--- config.mk ---
export PLATFORM = sky130hd
export DESIGN_NAME = bcd_cascade_disp_flat
export DESIGN_NICKNAME = d
export VERILOG_FILES = /design/src/rtl/bcd_cascade_disp_if.sv /design/src/rtl/bcd_cascade_disp.sv /design/src/flat_wrapper.sv
export SDC_FILE = /design/constraint.sdc
export NUM_CORES = 1
export LEC_CHECK = 0
export ABC_AREA = 0
export ABC_CLOCK_PERIOD_IN_PS = 1800
export CORE_MARGIN = 2
export CORE_UTILIZATION = 41
export DETAILED_ROUTE_END_ITERATION = 16
export PLACE_DENSITY = 0.78
export REMOVE_ABC_BUFFERS = 1
export SYNTH_ARGS = -nofsm -noshare
export SYNTH_HDL_FRONTEND = slang
export SYNTH_SLANG_ARGS = --single-unit
--- constraint.sdc ---
create_clock -name clk -period 1.8 [get_ports clk]
set_input_delay 0.54 -clock clk [delete_from_list [all_inputs] [get_ports clk]]
set_output_delay 0.54 -clock clk [all_outputs]
set_load 0.03 [all_outputs]
--- src/rtl/bcd_cascade_disp_if.sv ---
// Bus between the decade counter side (master) and bcd_cascade_disp (slave).
// It carries the counter sample inputs and the cascade/display outputs.
interface bcd_cascade_disp_if #(
    parameter int N_HI = 2
);
    logic                dir;
    logic                cnt_clr;
    logic [3:0]          cntQ;
    logic [4*N_HI-1:0]   hi_bcd;
    logic                carry;
    logic                borrow;
    logic                ovf;
    logic [N_HI:0]       an;
    logic [6:0]          seg;

    modport master (
        output dir, cnt_clr, cntQ,
        input  hi_bcd, carry, borrow, ovf, an, seg
    );

    modport slave (
        input  dir, cnt_clr, cntQ,
        output hi_bcd, carry, borrow, ovf, an, seg
    );
endinterface

--- src/rtl/bcd_cascade_disp.sv ---
// Extends a single-digit decade counter with N_HI higher BCD digits and scans all
// digits onto one 7-segment bus. Define LZB_EN for leading-zero blanking.
module bcd_cascade_disp #(
    parameter int N_HI     = 2,
    parameter int SCAN_DIV = 4
) (
    input logic               clk,
    input logic               reset,
    bcd_cascade_disp_if.slave bus
);
    localparam int HW    = 4 * N_HI;
    localparam int NA    = N_HI + 1;
    localparam int DIV_W = (SCAN_DIV > 1) ? $clog2(SCAN_DIV) : 1;
    localparam int IDX_W = (N_HI > 0) ? $clog2(N_HI + 1) : 1;
    localparam logic [DIV_W-1:0] DIV_LAST = DIV_W'(SCAN_DIV - 1);
    localparam logic [IDX_W-1:0] IDX_LAST = IDX_W'(N_HI);

    function automatic logic [6:0] seg_decode(input logic [3:0] d);
        logic [6:0] s;
        case (d)
            4'd0:    s = 7'h3F;
            4'd1:    s = 7'h06;
            4'd2:    s = 7'h5B;
            4'd3:    s = 7'h4F;
            4'd4:    s = 7'h66;
            4'd5:    s = 7'h6D;
            4'd6:    s = 7'h7D;
            4'd7:    s = 7'h07;
            4'd8:    s = 7'h7F;
            4'd9:    s = 7'h6F;
            default: s = 7'h40;
        endcase
        return s;
    endfunction

`ifdef LZB_EN
    // Digit k is a leading zero when it and every digit above it are zero.
    function automatic logic lead_zero(input logic [HW-1:0] h, input int k);
        logic z;
        z = 1'b1;
        for (int j = 0; j < N_HI; j++) begin
            z = ((j >= k) && (h[4*j +: 4] != 4'd0)) ? 1'b0 : z;
        end
        return z;
    endfunction
`endif

    logic [3:0]       prev_q_r;
    logic             prev_vld_r;
    logic [HW-1:0]    hi_r;
    logic             carry_r;
    logic             borrow_r;
    logic             ovf_r;
    logic [DIV_W-1:0] div_r;
    logic [IDX_W-1:0] idx_r;
    logic [NA-1:0]    an_r;
    logic [6:0]       seg_r;

    logic             wrap_ok_s;
    logic             up_wrap_s;
    logic             dn_wrap_s;
    logic [HW-1:0]    hi_nxt_s;
    logic             rip_s;
    logic             top_wrap_s;
    logic [3:0]       dig_s;
    logic [3:0]       sel_dig_s;
    logic             blank_s;
    logic [6:0]       seg_nxt_s;

    // The current dir wins even if it toggles on the wrap edge.
    assign wrap_ok_s = prev_vld_r & ~bus.cnt_clr;
    assign up_wrap_s = wrap_ok_s & ~bus.dir & (prev_q_r == 4'd9) & (bus.cntQ == 4'd0);
    assign dn_wrap_s = wrap_ok_s &  bus.dir & (prev_q_r == 4'd0) & (bus.cntQ == 4'd9);

    // Ripple carry/borrow through all higher digits within one cycle.
    always_comb begin
        hi_nxt_s = hi_r;
        rip_s    = up_wrap_s | dn_wrap_s;
        dig_s    = 4'd0;
        for (int k = 0; k < N_HI; k++) begin
            dig_s = hi_r[4*k +: 4];
            if (!rip_s) begin
                hi_nxt_s[4*k +: 4] = dig_s;
            end else if (up_wrap_s) begin
                if (dig_s >= 4'd9) begin
                    hi_nxt_s[4*k +: 4] = 4'd0;
                end else begin
                    hi_nxt_s[4*k +: 4] = dig_s + 4'd1;
                    rip_s              = 1'b0;
                end
            end else begin
                if (dig_s == 4'd0) begin
                    hi_nxt_s[4*k +: 4] = 4'd9;
                end else begin
                    hi_nxt_s[4*k +: 4] = dig_s - 4'd1;
                    rip_s              = 1'b0;
                end
            end
        end
        top_wrap_s = rip_s;
    end

    // Pick the digit under the scan index; index 0 is the live counter digit.
    always_comb begin
        sel_dig_s = bus.cntQ;
        blank_s   = 1'b0;
        for (int k = 0; k < N_HI; k++) begin
            sel_dig_s = (idx_r == IDX_W'(k + 1)) ? hi_r[4*k +: 4] : sel_dig_s;
`ifdef LZB_EN
            blank_s   = (idx_r == IDX_W'(k + 1)) ? lead_zero(hi_r, k) : blank_s;
`else
            blank_s   = 1'b0;
`endif
        end
        seg_nxt_s = blank_s ? 7'h00 : seg_decode(sel_dig_s);
    end

    // Counter sampling, cascade digits and wrap pulses.
    always_ff @(posedge clk) begin
        if (!reset) begin
            prev_q_r   <= 4'd0;
            prev_vld_r <= 1'b0;
            hi_r       <= '0;
            carry_r    <= 1'b0;
            borrow_r   <= 1'b0;
            ovf_r      <= 1'b0;
        end else begin
            prev_q_r   <= bus.cntQ;
            prev_vld_r <= ~bus.cnt_clr;
            hi_r       <= hi_nxt_s;
            carry_r    <= up_wrap_s;
            borrow_r   <= dn_wrap_s;
            ovf_r      <= top_wrap_s;
        end
    end

    // Scan divider, digit index and registered display drive.
    always_ff @(posedge clk) begin
        if (!reset) begin
            div_r <= '0;
            idx_r <= '0;
            an_r  <= NA'(1);
            seg_r <= 7'h00;
        end else begin
            an_r  <= NA'(1) << idx_r;
            seg_r <= seg_nxt_s;
            if (div_r == DIV_LAST) begin
                div_r <= '0;
                idx_r <= (idx_r == IDX_LAST) ? IDX_W'(0) : idx_r + IDX_W'(1);
            end else begin
                div_r <= div_r + DIV_W'(1);
                idx_r <= idx_r;
            end
        end
    end

    assign bus.hi_bcd = hi_r;
    assign bus.carry  = carry_r;
    assign bus.borrow = borrow_r;
    assign bus.ovf    = ovf_r;
    assign bus.an     = an_r;
    assign bus.seg    = seg_r;
endmodule

--- src/flat_wrapper.sv ---
// flat-port wrapper written by rule: the top's interface ports become plain ports
module bcd_cascade_disp_flat 
#(
    parameter int N_HI     = 2,
    parameter int SCAN_DIV = 4
)
  (clk, reset, bus_dir, bus_cnt_clr, bus_cntQ, bus_hi_bcd, bus_carry, bus_borrow, bus_ovf, bus_an, bus_seg);
  bcd_cascade_disp_if #(.N_HI(N_HI)) bus_i ();
  input logic clk;
  input logic reset;
  input wire logic [$bits(bus_i.dir)-1:0] bus_dir;
  input wire logic [$bits(bus_i.cnt_clr)-1:0] bus_cnt_clr;
  input wire logic [$bits(bus_i.cntQ)-1:0] bus_cntQ;
  output wire logic [$bits(bus_i.hi_bcd)-1:0] bus_hi_bcd;
  output wire logic [$bits(bus_i.carry)-1:0] bus_carry;
  output wire logic [$bits(bus_i.borrow)-1:0] bus_borrow;
  output wire logic [$bits(bus_i.ovf)-1:0] bus_ovf;
  output wire logic [$bits(bus_i.an)-1:0] bus_an;
  output wire logic [$bits(bus_i.seg)-1:0] bus_seg;
  assign bus_i.dir = bus_dir;
  assign bus_i.cnt_clr = bus_cnt_clr;
  assign bus_i.cntQ = bus_cntQ;
  assign bus_hi_bcd = bus_i.hi_bcd;
  assign bus_carry = bus_i.carry;
  assign bus_borrow = bus_i.borrow;
  assign bus_ovf = bus_i.ovf;
  assign bus_an = bus_i.an;
  assign bus_seg = bus_i.seg;
  bcd_cascade_disp #(.N_HI(N_HI), .SCAN_DIV(SCAN_DIV)) u_core (.clk(clk), .reset(reset), .bus(bus_i));
endmodule
# [Word-level counts from Yosys, hierarchy flattened]
# Memories as Yosys holds them, arrays and structs flattened. A register that Yosys moved wholly into a read port is not among the register bits.
# Cells that the tools add are included.
[classes] add_sub_neg=6 magnitude_cmp=2 n_eq_ne=5 shifts=1 n_mux=16 bitwise=11 reduce_logical=7
[op_table] operator="$mux W4" count=8
[op_table] operator="$logic_not A4 Y1" count=4
[op_table] operator="$add A4 B1 Y4 const B" count=2
[op_table] operator="$eq A4 B4 Y1 const B" count=2
[op_table] operator="$ge A4 B4 Y1 const B" count=2
[op_table] operator="$sub A4 B1 Y4 const B" count=2
[op_table] operator="$and A1 B1 Y1" count=7
[op_table] operator="$mux W1" count=7
[op_table] operator="$add A2 B1 Y2 const B" count=2
[op_table] operator="$eq A2 B2 Y1 const B" count=2
[op_table] operator="$not A1 Y1" count=3
[op_table] operator="$shl A1 B2 Y3 const A" count=1
[op_table] operator="$eq A2 B1 Y1 const B" count=1
[op_table] operator="$mux W2" count=1
[op_table] operator="$reduce_and A2 Y1" count=1
[op_table] operator="$reduce_or A2 Y1" count=1
[op_table] operator="$logic_not A1 Y1" count=1
[op_table] operator="$or A1 B1 Y1" count=1
[word_totals] ff_bits=23 mem_bits_ro=112 inputBits=8 output_inout_bits=21 wordCells=59 memories=1
[mem_list] memory="(no name shown)" words=16 width=7 read_ports=1 rd_ports_with_merged_regs=1 write_ports=0 line_no="bcd_cascade_disp.sv:20" source="case (d)"

# [Longest topological paths before layout]
# Gate-level depths: netlist (run 1).
[depth] ltp_word=8 ltp_mapped=10 depth_no_buf=8

# [Worst setup path before layout (run 1)]
# OpenSTA, ideal clock, no wires.
[synth_path] kind="register -> register" startpoint="reg u_core.hi_r[5], in the netlist u_core.bus.hi_bcd[5]" endpoint="reg u_core.hi_r[7], in the netlist u_core.bus.hi_bcd[7]" setup_time_ps=79 arrival_ps=1978 t_required_ps=1721 slack_ps=-258 path_stages_with_launch=7 path_buffers=0 period_less_slack_ps=2058 cell_sequence="dfxtp_1 > inv_1 > ha_1 > or3b_4 > mux2_4 > mux2_2 > a211oi_2"
[synth_between] elab_chain_len=3 elab_cells_between_ends=7 cone_classes="add/sub (2); order compare (1); mux (3); reduce/logical (1)"
[synth_rtl] item="start, declared" line_no="bcd_cascade_disp.sv:50" source="logic [HW-1:0] hi_r;"
[synth_rtl] item="start signal, assigned" line_no="bcd_cascade_disp.sv:130" source="hi_r <= hi_nxt_s;"
[synth_rtl] item="$sub A4 B1 Y4 (tied with other cells)" line_no="bcd_cascade_disp.sv:95" source="hi_nxt_s[4*k +: 4] = dig_s - 4'd1;"
[synth_rtl] item="$mux W4, on equally long branches" line_no="bcd_cascade_disp.sv:92, bcd_cascade_disp.sv:85"
[synth_rtl] item="$mux W4 (*)" line_no="bcd_cascade_disp.sv:84" source="end else if (up_wrap_s) begin"
# Mark *: on every way between the ends. The rest lies on a longest branch, timed or not.
# A chain may end at the register's enable or synchronous reset.

# [Worst setup path in the final report (run 1)]
[layout_path] startpoint="reg u_core.hi_r[4], in the netlist u_core.bus.hi_bcd[4]" endpoint="reg u_core.hi_r[7], in the netlist u_core.bus.hi_bcd[7]"
# The elaborated chain is that of the path after synthesis.

==> flow_summary.json, run 1 <==
{
  "fin_skew_ps": 6.36,
  "synth_area_leader_cell": "dfxtp_1",
  "grt_antenna_before_repair": 0,
  "rows": 24,
  "synth_top_area_frac": 0.317,
  "p_per_area_nw_per_um2": 576,
  "grt_overflow": 0,
  "grt.total_usage": 0.197,
  "setup_violations": 0,
  "cts_tree": "built",
  "gp_congestion": 0.887,
  "crit_path_frequent_cell": "mux2_4",
  "met1_length_mm": 2.16,
  "worstHoldPathType": "flip-flop to flip-flop",
  "cp-end-kind": "flip-flop",
  "path_class": "flip-flop to flip-flop",
  "path_clk_slew_ps": 60,
  "ys_async_sr_fraction": 0,
  "grt_setup_unrepaired": "true",
  "cts_buffer_depth": 2,
  "fin_crit_sh": 0.989,
  "tns_ps": 0,
  "first_pass_iters": 4,
  "layout_common_cells": "45 x buf_4, 28 x dfxtp_1, 17 x nor2_1",
  "seq_area_frac_synth": 0.317,
  "tightest_slew_ps": 432,
  "worstPathCellList": "inv_2, ha_2, or3b_4, mux2_4, mux2_4, a211oi_2",
  "grt_pass1_vias": 1734,
  "drt-initial-drc-count": 87,
  "io_buffers": 28,
  "coreArea_sq_um": 4410,
  "initial_utilization": 0.429,
  "outcome": "finished clean",
  "wire_per_inst_um": 14.9,
  "wl_mm": 4.89,
  "antenna_cells": 0,
  "hold_viol_final": 0,
  "synthesis.area_sq_um": 1890,
  "routed-wl-met3_um": 251,
  "cp.required_ps": 2000,
  "ys_types": 48,
  "maxCapViolations": 0,
  "avgSynthCellArea_sq_um": 9.01,
  "slew_viol_final": 0,
  "ant_nets": 0,
  "grt_pass1_wl_mm": 8.01,
  "dr_wl_met2_mm": 2.37,
  "cts_made_buffers": 5,
  "crit_buf_inv": 1,
  "layout_commonest_cell": "buf_4",
  "synthCells": 210,
  "num_vias": 1820,
  "final_layout_size_suffix_gt1_frac": 0.330,
  "fin_crit_ps": 1780,
  "dieArea_sq_um": 5180,
  "highest_layer": "met4",
  "holdWs_ps": 428,
  "slew_headroom": 0.708,
  "layout.nets": 300,
  "ios": 29,
  "power.leakage_nw": 1.24,
  "ys_ff_latch": 30,
  "crit_path_max_incr_delay_ps": 380,
  "yosys_warnings": 0,
  "synth_ff_type": "dfxtp_1",
  "htree_levels": 2,
  "path_max_fanout": 6,
  "cpMaxStageDelayCell": "or3b_4",
  "fp.dieW_um": 72.0,
  "grt_max_degree": 15,
  "yosys-top-cells-area": "dfxtp_1 32%, ha_1 9.9%, mux2i_1 7.4%, mux2_2 5.4%, nor2_1 3.6%",
  "clk_latency_ps": 280,
  "drc_errors": 0,
  "cts_root_buf": "clkbuf_8",
  "fmax_ghz": 0.562,
  "worst-endpoint-arrival_ps": 1970,
  "vias_per_cell": 5.55,
  "startpoint_type": "flip-flop",
  "synth_edf_count": 0,
  "cts.hold.buffers_added": 0,
  "ir_drop_uv": 244,
  "areaGrowthSynthToFinish_pct": 41.3,
  "dp_hpwl_mm": 3.49,
  "die_h_um": 72.0,
  "critPathTopFamily": "multiplexers",
  "cts_sinks": 30
}
-- state kept, by name, indices dropped and copies added (netlist names), 2 cells and up --
name,cells
u_core.div_r,2
u_core.bus.seg,7
u_core.bus.an,3
u_core.bus.hi_bcd,8
u_core.idx_r,2
u_core.prev_q_r,4
-- power by group --
group	switching, mW	internal, mW
registers	0.0107	0.695
clock network	0.229	0.294
logic	0.164	0.149
total	0.403	1.14
-- stage by stage --
step / instances / instance area, sq um / setup WS [ps] / utilization / power (mW)
floorplan: 199 / 1830 / -258 / - / 0.877
global placement: 318 / 2480 / -428 / 0.563 / 1.01
detailed placement: 318 / 2480 / -496 / 0.563 / 1.01
CTS: 326 / 2590 / 4.27 / 0.586 / 1.53
global route: 328 / 2680 / -54.4 / 0.606 / 1.61
finish: 328 / 2680 / 20.6 / 0.606 / 1.54
-- layout make-up --
class | instances | area, sq um
tap | 52 | 65.1
timing repair buffer | 71 | 614
inverter | 13 | 48.8
sequential | 30 | 606
multi-input combinational | 156 | 1260
fill | 362 | 1740
clock buffer | 6 | 82.6
-- path summary, 6_finish.rpt --
path | endpoint | depth (start not counted) | slack (ps) | from
worst min register to register | u_core.div_r[0] | 1 | 430 | u_core.div_r[0]
worst max-delay path | u_core.bus.hi_bcd[7] | 6 | 20 | u_core.bus.hi_bcd[4]
worst min-delay path | u_core.div_r[0] | 1 | 430 | u_core.div_r[0]
worst max register to register | u_core.bus.hi_bcd[7] | 6 | 20 | u_core.bus.hi_bcd[4]
-- kinds of logic (layout without fill, tap and decap cells) --
kind of cell / count (synthesis) / after routing / synth area share
buf+inv: 24 / 90 / 0.0582
xor+xnor: 1 / 1 / 0.00463
compound gates: 46 / 46 / 0.165
simple gates: 69 / 69 / 0.208
flops: 30 / 30 / 0.317
fa+ha+maj: 15 / 15 / 0.0991
mux: 25 / 25 / 0.147
-- Yosys cell counts (2+ instances only) --
| master | count |
|---|---|
| nor3b_1 | 4 |
| nor3_1 | 4 |
| or2b_1 | 2 |
| o21ai_0 | 11 |
| a221oi_1 | 2 |
| a21oi_1 | 7 |
| a21boi_0 | 3 |
| nor2_1 | 18 |
| nand2b_1 | 3 |
| and2_1 | 8 |
| nand4_1 | 5 |
| and4bb_2 | 2 |
| a22oi_1 | 2 |
| inv_1 | 13 |
| nand3_1 | 4 |
| o31ai_1 | 2 |
| a211oi_1 | 6 |
| clkbuf_1 | 4 |
| nand2_1 | 10 |
| buf_6 | 2 |
| a31oi_1 | 2 |
| mux2i_1 | 14 |
| dfxtp_1 | 30 |
| buf_2 | 4 |
| nor2b_1 | 3 |
| ha_1 | 15 |
| mux2_2 | 9 |
-- layer usage --
layer	vias up	track usage
li1	884	-
met1	871	0.254
met2	55	0.328
met3	10	0.0347
met4	0	0.0776
met5	-	0
-- repair_timing --
item / 4_1_cts / 5_1_grt
gates cloned: 0 / 0
buffers inserted: 2 / 2
pin swaps: 4 / 3
hold endpoints to repair: 0 / 0
setup endpoints to repair: 26 / 21
gates resized for setup: 27 / 28
Note: power is estimated with default switching activity, not from simulation.
==> run 2, diff against run 1 <==
- SLEW_MARGIN: unset -> 40
==> results of run 2 <==
No change in the layout: final DEF, timing and power equal those of run 1.
==> run 3, diff against run 2 <==
- ABC_CLOCK_PERIOD_IN_PS: 1800 -> 1630
- clock period: 1.8 -> 1.63 ns (I/O delays scaled with it)
==> flow_summary.json, run 3 (same netlist as run 1, synthesis figures left out) <==
{
  "outcome": "finished with violations",
  "failed_checks": "setup timing",
  "ir_drop_uv": 278,
  "routed-wl-met3_um": 322,
  "ant_nets": 0,
  "crit_path_max_incr_delay_ps": 350,
  "cts_made_buffers": 5,
  "grt_overflow": 0,
  "io_buffers": 28,
  "crit_buf_inv": 2,
  "maxCapViolations": 0,
  "wire_per_inst_um": 17.5,
  "cts_root_buf": "clkbuf_8",
  "drc_errors": 0,
  "worst_slack_ps": -150,
  "stdcell_count": 346,
  "tightest_slew_ps": 368,
  "p_per_area_nw_per_um2": 577,
  "cts_tree": "built",
  "dr_wl_met2_mm": 3.09,
  "layout.nets": 317,
  "highest_layer": "met4",
  "met1_length_mm": 2.53,
  "worstPathCellList": "buf_6, mux2i_4, mux2i_2, inv_1, ha_2, nor2_2, a22oi_1, o211ai_1, a21oi_1",
  "path_class": "flip-flop to flip-flop",
  "grt.total_usage": 0.200,
  "final_layout_size_suffix_gt1_frac": 0.503,
  "largest_reg_flops": 8,
  "fin_util": 0.678,
  "power.leakage_nw": 1.26,
  "initial_utilization": 0.429,
  "drt-initial-drc-count": 93,
  "fillCellCount": 344,
  "cts_buffer_depth": 2,
  "fp.dieW_um": 72.0,
  "first_pass_iters": 4,
  "setup_violations": 9,
  "areaGrowthSynthToFinish_pct": 58.1,
  "fin_skew_ps": 6.95,
  "path_max_fanout": 5,
  "grt_antenna_before_repair": 0,
  "coreArea_sq_um": 4410,
  "cpMaxStageDelayCell": "dfxtp_2",
  "slew_viol_final": 0,
  "num_vias": 1944,
  "slew_headroom": 0.751,
  "layout_common_cells": "59 x buf_4, 24 x dfxtp_1, 15 x dlygate4sd2_1",
  "grt_setup_unrepaired": "true",
  "grt_pass1_vias": 1742,
  "vias_per_cell": 5.62,
  "layout_commonest_cell": "buf_4",
  "cp.required_ps": 1830,
  "cp-end-kind": "flip-flop",
  "fin_crit_sh": 1.09,
  "die_h_um": 72.0,
  "worstHoldPathType": "input port to flip-flop",
  "dieArea_sq_um": 5180,
  "fin_crit_ps": 1780,
  "startpoint_type": "flip-flop",
  "dp.cells": 327,
  "gp_congestion": 0.873,
  "worst-endpoint-arrival_ps": 1980,
  "htree_levels": 2,
  "fmax_ghz": 0.562,
  "wl_mm": 6.05,
  "rows": 24,
  "hold_viol_final": 0,
  "antenna_cells": 0,
  "grt_max_degree": 16,
  "holdWs_ps": 388,
  "clk_latency_ps": 280,
  "path_clk_slew_ps": 60,
  "dp_hpwl_mm": 3.53,
  "cts_sinks": 30,
  "ios": 29,
  "critPathTopFamily": "compound AO/OA/AOI/OAI gates",
  "grt_pass1_wl_mm": 8.19
}
==> run 3: cell types whose count changed in the layout (fill, tap and decap cells not counted), moves of 4 or more <==
cell | before | now
a21oi_1 | 7 | 1
inv_4 | 0 | 5
ha_1 | 13 | 4
ha_4 | 0 | 8
dlymetal6s2s_1 | 7 | 0
a21oi_2 | 0 | 6
buf_6 | 0 | 9
buf_4 | 45 | 59
dfxtp_1 | 28 | 24
==> run 3: what timing repair did <==
action                                 4_1_cts  5_1_grt
pin swaps                                   11       23
endpoints found under the hold margin        0        0
setup endpoints to repair                   31       17
gates resized for setup                     59       67
buffers inserted                             4        8
hold buffers                                 0        0
==> run 3: where the power goes <==
| group | switching (mW) | total (mW) | internal, mW |
|---|---|---|---|
| clock network | 0.266 | 0.559 | 0.293 |
| logic | 0.209 | 0.393 | 0.184 |
| registers | 0.0121 | 0.774 | 0.762 |
==> run 3: final cells by class <==
type / count / area, sq um / area share
Multi-Input combinational cell: 156 / 1460 / 0.488
Timing Repair Buffer: 88 / 711 / 0.237
Sequential cell: 30 / 618 / 0.207
Clock buffer: 7 / 76.3 / 0.0255
Tap cell: 52 / 65.1 / 0.0217
Inverter: 13 / 61.3 / 0.0205
==> run 3: stage by stage <==
stage / power, mW / TNS (ps) / setup slack (ps) / area [sq um]
4_1_cts: 1.67 / -148 / -76.3 / 2710
6_report: 1.73 / -615 / -150 / 2990
2_1_floorplan: 0.969 / -3040 / -428 / 1830
3_5_place_dp: 1.12 / -8840 / -592 / 2520
3_3_place_gp: 1.11 / -8510 / -567 / 2520
5_1_grt: 1.79 / -1320 / -208 / 2990
==> run 3: metal layers <==
| metal | GRT usage | vias to the layer above |
|---|---|---|
| met2 | 0.335 | 74 |
| li1 | - | 923 |
| met4 | 0.0629 | 0 |
| met5 | 0 | - |
| met3 | 0.0389 | 10 |
| met1 | 0.261 | 937 |
==> run 3: worst paths after layout <==
path / start / end / slack (ps) / depth (start not counted)
max reg2reg: u_core.idx_r[0] / u_core.bus.seg[4] / -150 / 9
max: u_core.idx_r[0] / u_core.bus.seg[4] / -150 / 9
min reg2reg: u_core.div_r[0] / u_core.div_r[0] / 420 / 1
min: bus_cnt_clr / u_core.prev_vld_r / 390 / 2
